==> src/rtl/power_telemetry_uart_if.sv <==
// Sample input and UART telemetry output bundle for power_telemetry_uart.
// sample_valid is a pure strobe: volt/curr are consumed on every rising edge it is high; there is no ready.
interface power_telemetry_uart_if;
  logic       sample_valid;
  logic [7:0] volt;
  logic [7:0] curr;
  logic       tx;
  logic       busy;
  logic       frame_done;
  logic       overrun;
  logic [1:0] dbg_state;

  modport slave (
    input  sample_valid, volt, curr,
    output tx, busy, frame_done, overrun, dbg_state
  );

  modport master (
    output sample_valid, volt, curr,
    input  tx, busy, frame_done, overrun, dbg_state
  );
endinterface

==> src/rtl/power_telemetry_uart.sv <==
// Windowed volt/curr/power averager that ships each window as a 6-byte 8N1 UART frame.
// Frame: A5, avg_v, avg_i, avg_p[15:8], avg_p[7:0], checksum (byte sum mod 256).
module power_telemetry_uart #(
  parameter int CLKS_PER_BIT = 10,
  parameter int LOG2_SAMPLES = 4
) (
  input logic clk,
  input logic rst,
  power_telemetry_uart_if.slave io_tlm
);

  localparam int CNT_W = $clog2(CLKS_PER_BIT);
  localparam int SV_W  = 8 + LOG2_SAMPLES;
  localparam int SP_W  = 16 + LOG2_SAMPLES;

  typedef enum logic [1:0] {IDLE = 2'd0, START = 2'd1, DATA = 2'd2, STOP = 2'd3} state_t;

  state_t                  r_state, w_state_next;
  logic [LOG2_SAMPLES-1:0] r_smp_cnt;
  logic [SV_W-1:0]         r_sum_v, r_sum_i, w_sum_v, w_sum_i;
  logic [SP_W-1:0]         r_sum_p, w_sum_p;
  logic [15:0]             w_prod;
  logic                    w_win_close, w_launch;
  logic [7:0]              w_avg_v, w_avg_i, w_chk;
  logic [15:0]             w_avg_p;
  logic [7:0]              r_avg_v, r_avg_i, r_chk;
  logic [15:0]             r_avg_p;
  logic [CNT_W-1:0]        r_clk_cnt;
  logic [2:0]              r_bit_idx, r_byte_idx;
  logic                    w_bit_end, w_last_byte;
  logic                    r_frame_done, r_overrun;
  logic [7:0]              w_byte;
  logic                    w_tx;

  // Window sums include the sample accepted this cycle so the closing edge sees the full window.
  assign w_prod      = io_tlm.volt * io_tlm.curr;
  assign w_sum_v     = r_sum_v + SV_W'(io_tlm.volt);
  assign w_sum_i     = r_sum_i + SV_W'(io_tlm.curr);
  assign w_sum_p     = r_sum_p + SP_W'(w_prod);
  assign w_win_close = io_tlm.sample_valid && (r_smp_cnt == {LOG2_SAMPLES{1'b1}});
  assign w_launch    = w_win_close && (r_state == IDLE);
  assign w_avg_v     = w_sum_v[SV_W-1:LOG2_SAMPLES];
  assign w_avg_i     = w_sum_i[SV_W-1:LOG2_SAMPLES];
  assign w_avg_p     = w_sum_p[SP_W-1:LOG2_SAMPLES];
  assign w_chk       = 8'hA5 + w_avg_v + w_avg_i + w_avg_p[15:8] + w_avg_p[7:0];

  always_ff @(posedge clk) begin
    if (rst) begin
      r_smp_cnt <= '0;
      r_sum_v   <= '0;
      r_sum_i   <= '0;
      r_sum_p   <= '0;
      r_avg_v   <= '0;
      r_avg_i   <= '0;
      r_avg_p   <= '0;
      r_chk     <= '0;
      r_overrun <= 1'b0;
    end else begin
      if (io_tlm.sample_valid) begin
        if (w_win_close) begin
          r_smp_cnt <= '0;
          r_sum_v   <= '0;
          r_sum_i   <= '0;
          r_sum_p   <= '0;
        end else begin
          r_smp_cnt <= r_smp_cnt + 1'b1;
          r_sum_v   <= w_sum_v;
          r_sum_i   <= w_sum_i;
          r_sum_p   <= w_sum_p;
        end
      end
      if (w_launch) begin
        r_avg_v <= w_avg_v;
        r_avg_i <= w_avg_i;
        r_avg_p <= w_avg_p;
        r_chk   <= w_chk;
      end
      if (w_win_close && (r_state != IDLE)) r_overrun <= 1'b1;
    end
  end

  assign w_bit_end   = (r_clk_cnt == CNT_W'(CLKS_PER_BIT - 1));
  assign w_last_byte = (r_byte_idx == 3'd5);

  always_comb begin
    w_state_next = r_state;
    case (r_state)
      IDLE:  if (w_launch) w_state_next = START;
      START: if (w_bit_end) w_state_next = DATA;
      DATA:  if (w_bit_end && (r_bit_idx == 3'd7)) w_state_next = STOP;
      STOP:  if (w_bit_end) w_state_next = w_last_byte ? IDLE : START;
      default: w_state_next = IDLE;
    endcase
  end

  always_ff @(posedge clk) begin
    if (rst) begin
      r_state      <= IDLE;
      r_clk_cnt    <= '0;
      r_bit_idx    <= '0;
      r_byte_idx   <= '0;
      r_frame_done <= 1'b0;
    end else begin
      r_state      <= w_state_next;
      r_frame_done <= (r_state == STOP) && w_bit_end && w_last_byte;
      if (r_state == IDLE) begin
        r_clk_cnt  <= '0;
        r_bit_idx  <= '0;
        r_byte_idx <= '0;
      end else begin
        r_clk_cnt <= w_bit_end ? '0 : r_clk_cnt + CNT_W'(1);
        if (w_bit_end && (r_state == DATA)) r_bit_idx <= r_bit_idx + 3'd1;
        if (w_bit_end && (r_state == STOP)) r_byte_idx <= r_byte_idx + 3'd1;
      end
    end
  end

  always_comb begin
    w_byte = r_chk;
    case (r_byte_idx)
      3'd0:    w_byte = 8'hA5;
      3'd1:    w_byte = r_avg_v;
      3'd2:    w_byte = r_avg_i;
      3'd3:    w_byte = r_avg_p[15:8];
      3'd4:    w_byte = r_avg_p[7:0];
      default: w_byte = r_chk;
    endcase
  end

  always_comb begin
    w_tx = 1'b1;
    case (r_state)
      START:   w_tx = 1'b0;
      DATA:    w_tx = w_byte[r_bit_idx];
      default: w_tx = 1'b1;
    endcase
  end

  assign io_tlm.tx         = w_tx;
  assign io_tlm.busy       = (r_state != IDLE);
  assign io_tlm.frame_done = r_frame_done;
  assign io_tlm.overrun    = r_overrun;
  assign io_tlm.dbg_state  = r_state;

endmodule

==> src/flat_wrapper.sv <==
// flat-port wrapper written by rule: the top's interface ports become plain ports
module power_telemetry_uart_flat 
#(
  parameter int CLKS_PER_BIT = 10,
  parameter int LOG2_SAMPLES = 4
)
  (clk, rst, io_tlm_sample_valid, io_tlm_volt, io_tlm_curr, io_tlm_tx, io_tlm_busy, io_tlm_frame_done, io_tlm_overrun, io_tlm_dbg_state);
  power_telemetry_uart_if io_tlm_i ();
  input logic clk;
  input logic rst;
  input wire logic [$bits(io_tlm_i.sample_valid)-1:0] io_tlm_sample_valid;
  input wire logic [$bits(io_tlm_i.volt)-1:0] io_tlm_volt;
  input wire logic [$bits(io_tlm_i.curr)-1:0] io_tlm_curr;
  output wire logic [$bits(io_tlm_i.tx)-1:0] io_tlm_tx;
  output wire logic [$bits(io_tlm_i.busy)-1:0] io_tlm_busy;
  output wire logic [$bits(io_tlm_i.frame_done)-1:0] io_tlm_frame_done;
  output wire logic [$bits(io_tlm_i.overrun)-1:0] io_tlm_overrun;
  output wire logic [$bits(io_tlm_i.dbg_state)-1:0] io_tlm_dbg_state;
  assign io_tlm_i.sample_valid = io_tlm_sample_valid;
  assign io_tlm_i.volt = io_tlm_volt;
  assign io_tlm_i.curr = io_tlm_curr;
  assign io_tlm_tx = io_tlm_i.tx;
  assign io_tlm_busy = io_tlm_i.busy;
  assign io_tlm_frame_done = io_tlm_i.frame_done;
  assign io_tlm_overrun = io_tlm_i.overrun;
  assign io_tlm_dbg_state = io_tlm_i.dbg_state;
  power_telemetry_uart #(.CLKS_PER_BIT(CLKS_PER_BIT), .LOG2_SAMPLES(LOG2_SAMPLES)) u_core (.clk(clk), .rst(rst), .io_tlm(io_tlm_i));
endmodule
==> config.mk <==
export PLATFORM = sky130hd
export DESIGN_NAME = power_telemetry_uart_flat
export DESIGN_NICKNAME = d
export VERILOG_FILES = /design/src/rtl/power_telemetry_uart_if.sv /design/src/rtl/power_telemetry_uart.sv /design/src/flat_wrapper.sv
export SDC_FILE = /design/constraint.sdc
export NUM_CORES = 1
export LEC_CHECK = 0
export ABC_AREA = 1
export CORE_ASPECT_RATIO = 1.1
export CORE_MARGIN = 4
export CORE_UTILIZATION = 35
export DETAILED_ROUTE_END_ITERATION = 8
export GPL_ROUTABILITY_DRIVEN = 1
export PLACE_DENSITY = 0.53
export REMOVE_ABC_BUFFERS = 1
export SLEW_MARGIN = 20
export SYNTH_ARGS = -nofsm -noshare
export SYNTH_HDL_FRONTEND = slang
export SYNTH_SLANG_ARGS = --single-unit
==> constraint.sdc <==
create_clock -name clk -period 9.3 [get_ports clk]
set_input_delay 2.325 -clock clk [delete_from_list [all_inputs] [get_ports clk]]
set_output_delay 2.325 -clock clk [all_outputs]
set_load 0.1 [all_outputs]
==> reports/results.ini, run 1 <==
[outcome]
status=finished clean

[yosys]
synth_edf_count=0
synth_warnings=0
ys_top_cells_by_area=dfxtp_1 24%, fa_1 15%, ha_1 13%
synth.distinct_cells=47
synth.yosys.seq_area_share_pct=23.8
synth_async_sr_flop_share_pct=0
synthCells=1176
synth.avg_cell_area_sq_um=7.30
netlist.area_leader.share_pct=23.8
synth_ff_type=dfxtp_1
synthesis.area_sq_mm=0.00859
synth_top_area_cell=dfxtp_1
synth_seq_cells=102

[worst_setup_path]
r2r.worst_path.cells=40
path_class=in -> reg
worstReg2RegStart=u_core.r_sum_p[6]
r2r_setup_slack_ps=2410
start_kind=primary input
cp.arrival_ps=9040
critPathSlowestCell=fa_1
crit_top_cell=nand2_1
reg2reg_to=u_core.r_chk[7]
crit_path_end_kind=flip-flop
cp_max_fo=7
required_ps=9560
max_stage_delay_ps=570

[timing]
slew_violations=0
tightest_slew_ps=980
setup_viol=0
fin_crit_sh_pct=94.4
relSlewSlack_pct=34.5
clock_skew_ps=7.30
clock.fmax_mhz=114
finalHoldViolations=0
fin_crit_ps=8780

[clock_network]
numClockSinks=102
worstSkewPairLatency_ps=360
cts_hold_buf=0
cts_root_buf=clkbuf_16
cts.reportedPaths.clkPinSlew_ps=70
cts_buffers=9
clockBufferDepth=2
cts_tree=done
htreeDepth=3
post_cts_buffers=0

[floorplanning]
die_area_sq_mm=0.0271
die_w_microns=157
start_util_pct=35.9
num_rows=59
coreArea_sq_mm=0.0239
dieHeight_microns=172
io_pins=25

[worst_hold_path]
whs_path_depth=2
min_to=u_core.io_tlm.overrun
min_from=u_core.io_tlm.overrun
min_path_type=reg -> reg

[global_route]
grt_antenna_before_repair=0
grt_pass1_vias=7325
grt_first_pass_wirelength_microns=36800
grt_overflow=0
grt_max_degree=75
grt_usage_pct=17.1

[run]
drv_cap=0

[drt]
ant_nets=0
drt_first_pass_iters=4
vias=7275
wl_per_cell_microns=13.9
routed_wl_microns=21800
vias_per_cell=4.64
route.detailed.drc=0
drtIter0Drc=280

[place]
gp_congestion=0.858
port_buffers=24
hpwlAfterDp_microns=17400
placed_cells=1552

[finish]
post_route_cells_drive_above_1_share_pct=12.0
fin_cells=1567
area_growth_pct=17.1
nets=1428
final_util_pct=42.0
antennaDiodeCount=0

per-stage QoR:
step           TNS (ps)  setup slack (ps)  area [sq um]  hold slack (ps)
2_1_floorplan         0               630          8420              433
4_1_cts               0              15.6          9990              471
6_report              0               518         10100              466
5_1_grt           -2.27             -2.27         10100              490
3_3_place_gp       -855              -441          9710              441
3_5_place_dp      -1000              -487          9710              458
area by class of cell:
type / instances / area [sq um]
Tap cell: 305 / 382
Clock buffer: 10 / 229
Fill cell: 2556 / 13900
Timing Repair Buffer: 113 / 871
Inverter: 260 / 976
Sequential cell: 102 / 2040
Clock inverter: 5 / 58.8
Multi-Input combinational cell: 772 / 5500
layer usage:
layer | wire length [microns] | up-vias | global-route usage (%)
met5 | 0 | - | 0
met4 | 367 | 0 | 4.38
met3 | 565 | 24 | 2.45
met2 | 10700 | 77 | 29.8
met1 | 10200 | 3376 | 22.4
li1 | - | 3798 | -
flip-flops by register name (all words and copies together), names as in the netlist:
name,cells
u_core.r_avg_i,8
u_core.r_byte_idx,3
u_core.io_tlm.frame_done,1
u_core.r_sum_i,12
u_core.r_sum_p,20
u_core.r_clk_cnt,4
u_core.r_avg_v,8
u_core.r_avg_p,16
u_core.r_bit_idx,3
u_core.io_tlm.dbg_state,2
u_core.io_tlm.overrun,1
u_core.r_sum_v,12
u_core.r_smp_cnt,4
u_core.r_chk,8
cell usage in the layout (no fill, tap or decap), types with 3 or more instances in the layout:
cell             instances
a21oi_1                 97
o22ai_1                  6
nor2_2                   3
o211ai_1                 9
nor2_1                  57
clkdlybuf4s50_1          7
buf_4                   89
fa_1                    64
dlymetal6s2s_1           6
xor2_1                  22
clkbuf_16                9
nand4_1                  5
o21a_1                   3
nand2_2                  8
o21ai_2                  4
a221oi_1                 3
or2_2                    4
ha_4                     4
xnor2_1                 11
nand2_1                251
o21ai_0                 57
ha_1                    82
inv_1                  256
nor3_1                   7
clkbuf_2                 8
a31oi_1                  3
a21oi_2                  6
dfxtp_1                102
a211oi_1                 5
nand3_1                 37
cell families (layout without fill, tap and decap cells):
| logic type | after synthesis | in the layout | share of synthesized area, % |
|---|---|---|---|
| fa+ha+maj | 151 | 151 | 27.7 |
| compound gates | 206 | 206 | 13.5 |
| simple gates | 379 | 379 | 17.9 |
| buf+inv | 302 | 388 | 13.3 |
| flops | 102 | 102 | 23.8 |
| xor+xnor | 35 | 35 | 3.74 |
| mux | 1 | 1 | 0.117 |
critical path: cells and delay by family:
| kind | cells | cell delay, ps |
|---|---|---|
| adder cells (fa/ha/maj) | 10 | 4160 |
| AND/OR/NAND/NOR | 18 | 1300 |
| buffers and inverters | 12 | 910 |
| AO/OA/AOI/OAI | 1 | 170 |
| XOR/XNOR | 1 | 160 |
how the worst max path moves through the flow:
stage / startpoint / to / slack (ps)
after global routing: io_tlm_curr[4] / u_core.r_chk[7] / -2
after floorplan: io_tlm_curr[7] / u_core.r_chk[7] / 630
after detailed placement: io_tlm_volt[6] / u_core.r_chk[7] / -490
after global placement: io_tlm_volt[6] / u_core.r_chk[7] / -440
final: io_tlm_curr[7] / u_core.r_chk[7] / 520
after CTS: io_tlm_volt[5] / u_core.r_chk[7] / 20
cell usage after synthesis, types with 9 or more instances:
| library cell | count |
|---|---|
| ha_1 | 86 |
| clkbuf_1 | 32 |
| o211ai_1 | 9 |
| inv_1 | 257 |
| o21ai_0 | 57 |
| fa_1 | 65 |
| xnor2_1 | 11 |
| dfxtp_1 | 102 |
| nor2_1 | 59 |
| xor2_1 | 22 |
| a21oi_1 | 100 |
| nand2_1 | 254 |
| nand3_1 | 37 |
timing repair:
action,4_1_cts,5_1_grt
pin swaps,0,7
resized for setup,3,44
hold endpoints to repair,0,0
endpoints found under the setup margin,1,3
Power of run 1 is left out: the tool's default activity adds up to more than one toggle a clock period on the data nets, which glitch-free logic cannot reach.
==> run 2, diff against run 1 <==
--- a/config.mk
+++ b/config.mk
@@ -13,4 +13,6 @@
 export GPL_ROUTABILITY_DRIVEN = 1
+export HOLD_SLACK_MARGIN = 0.08
 export PLACE_DENSITY = 0.53
 export REMOVE_ABC_BUFFERS = 1
+export SKIP_LAST_GASP = 1
 export SLEW_MARGIN = 20
--- a/constraint.sdc
+++ b/constraint.sdc
@@ -3,2 +3,2 @@
 set_output_delay 2.325 -clock clk [all_outputs]
-set_load 0.1 [all_outputs]
+set_load 0.005 [all_outputs]
==> results of run 2 <==
Same layout as run 1 (identical final DEF). Status: finished clean.
Power of run 2 is left out for the same reason.
==> run 3, diff against run 2 <==
Settings changed: CORE_MARGIN 4 to 2.
==> reports/results.ini, run 3 (synthesis results as in run 1) <==
[worst_setup_path]
worstReg2RegStart=u_core.r_sum_p[6]
cp_max_fo=4
crit_start=io_tlm_volt[0]
r2r.worst_path.cells=40
critPathSlowestCell=fa_1
crit_path_end_kind=flip-flop
path_class=in -> reg
r2r_setup_slack_ps=2550
cp.arrival_ps=9120
max_stage_delay_ps=540
required_ps=9560
crit_top_cell=nand2_1
start_kind=primary input
reg2reg_to=u_core.r_chk[7]

[worst_hold_path]
whs_path_depth=2
min_from=u_core.r_sum_p[9]
min_path_type=reg -> reg
min_to=u_core.r_sum_p[9]

[finish]
final_common_cell=inv_1
largest_register_ffs=20
area_growth_pct=17.1
most-common-layout-cells=256 x inv_1, 253 x nand2_1, 102 x dfxtp_1
largestRegisters=u_core.r_sum_p (20), u_core.r_avg_p (16)
multi_input_area_sq_mm=0.00550
post_route_cells_drive_above_1_share_pct=11.2
antennaDiodeCount=0
fillers=2560
largest-register=u_core.r_sum_p
nets=1417
register_area_sq_mm=0.00204

[clock_network]
worstSkewPairLatency_ps=370
numClockSinks=102
clockBufferDepth=2
cts.reportedPaths.clkPinSlew_ps=80
cts_root_buf=clkbuf_16
cts_tree=done
htreeDepth=3
cts_buffers=9

[drt]
drtIter0Drc=290
ant_nets=0
routed_wl_microns=21900
wl_per_cell_microns=14.0
drt_first_pass_iters=5
vias=7286
route.detailed.drc=0
vias_per_cell=4.66

[global_route]
grt_pass1_vias=7300
grt_antenna_before_repair=0
grt_usage_pct=17.5
grt_overflow=0
grt_max_degree=62
grt_first_pass_wirelength_microns=36400

[timing]
clock_skew_ps=17.0
slew_violations=0
fin_setup_tns_ps=0
finalHoldViolations=0
rsz0062_at_grt=no
fin_crit_sh_pct=95.3
relSlewSlack_pct=50.2
tightest_slew_ps=747
setup_viol=0
fin_crit_ps=8860
clock.fmax_mhz=113

[floorplanning]
die_area_sq_mm=0.0258
dieHeight_microns=168
num_rows=60
io_pins=25
start_util_pct=35.3
coreArea_sq_mm=0.0243
die_w_microns=153

[run]
drv_cap=0

[place]
hpwlAfterDp_microns=17600
gp_congestion=0.832
port_buffers=24

[outcome]
status=finished clean

run 3: cell count changes in the layout (fill, tap and decap cells not counted), sizes merged:
cell and delta:
clkdlybuf4s50 +1, clkinvlp -2, bufinv +1, dlymetal6s2s +4
buf -12, inv +3, clkbuf -5
run 3: per-stage QoR:
stage	worst slack (ps)	area (sq um)	cells	hold slack, ps	utilization, %
after CTS	11.1	9940	1559	475	40.9
after detailed placement	-434	9600	1541	460	39.4
final	438	10100	1562	475	41.4
after global routing	0.631	10100	1562	489	41.4
after floorplan	630	8420	1134	433	-
after global placement	-423	9600	1541	455	39.4
run 3: what timing repair did:
action,4_1_cts,5_1_grt
setup buffers,2,3
endpoints found under the setup margin,1,4
pin swaps,1,9
resized for setup,5,38
hold endpoints to repair,0,0
hold buffers,0,0
run 3: worst max path at each step:
stage	to	slack, ps	cells after the start
floorplan	u_core.r_chk[7]	630	37
global placement	u_core.r_chk[7]	-420	36
detailed placement	u_core.r_chk[7]	-430	34
CTS	u_core.r_chk[7]	10	36
global route	u_core.r_chk[7]	0.6	38
finish	u_core.r_chk[7]	440	42
run 3: final cells by class:
class | count | share of cell area [%]
clock buffers | 9 | 2.24
clock inverters | 7 | 1.13
well taps | 310 | 3.85
flip-flops and latches | 102 | 20.3
repair buffers | 102 | 8.16
multi-input cells | 772 | 54.6
inverters | 260 | 9.70
run 3: per-layer routing:
| layer | vias to the layer above | share of wire (%) | GRT usage [%] |
|---|---|---|---|
| met5 | - | 0 | 0 |
| met4 | 0 | 2.0 | 5.42 |
| met3 | 27 | 1.9 | 1.67 |
| met2 | 96 | 49 | 31.1 |
| met1 | 3386 | 47 | 22.6 |
| li1 | 3777 | - | - |
run 3: worst max-delay path: cells and delay by family:
family | cells | cell delay [ps]
adder cells (fa/ha/maj) | 9 | 3960
AND/OR/NAND/NOR | 21 | 1500
buffers and inverters | 9 | 940
AO/OA/AOI/OAI | 2 | 240
XOR/XNOR | 1 | 160
Power of run 3 is left out for the same reason.
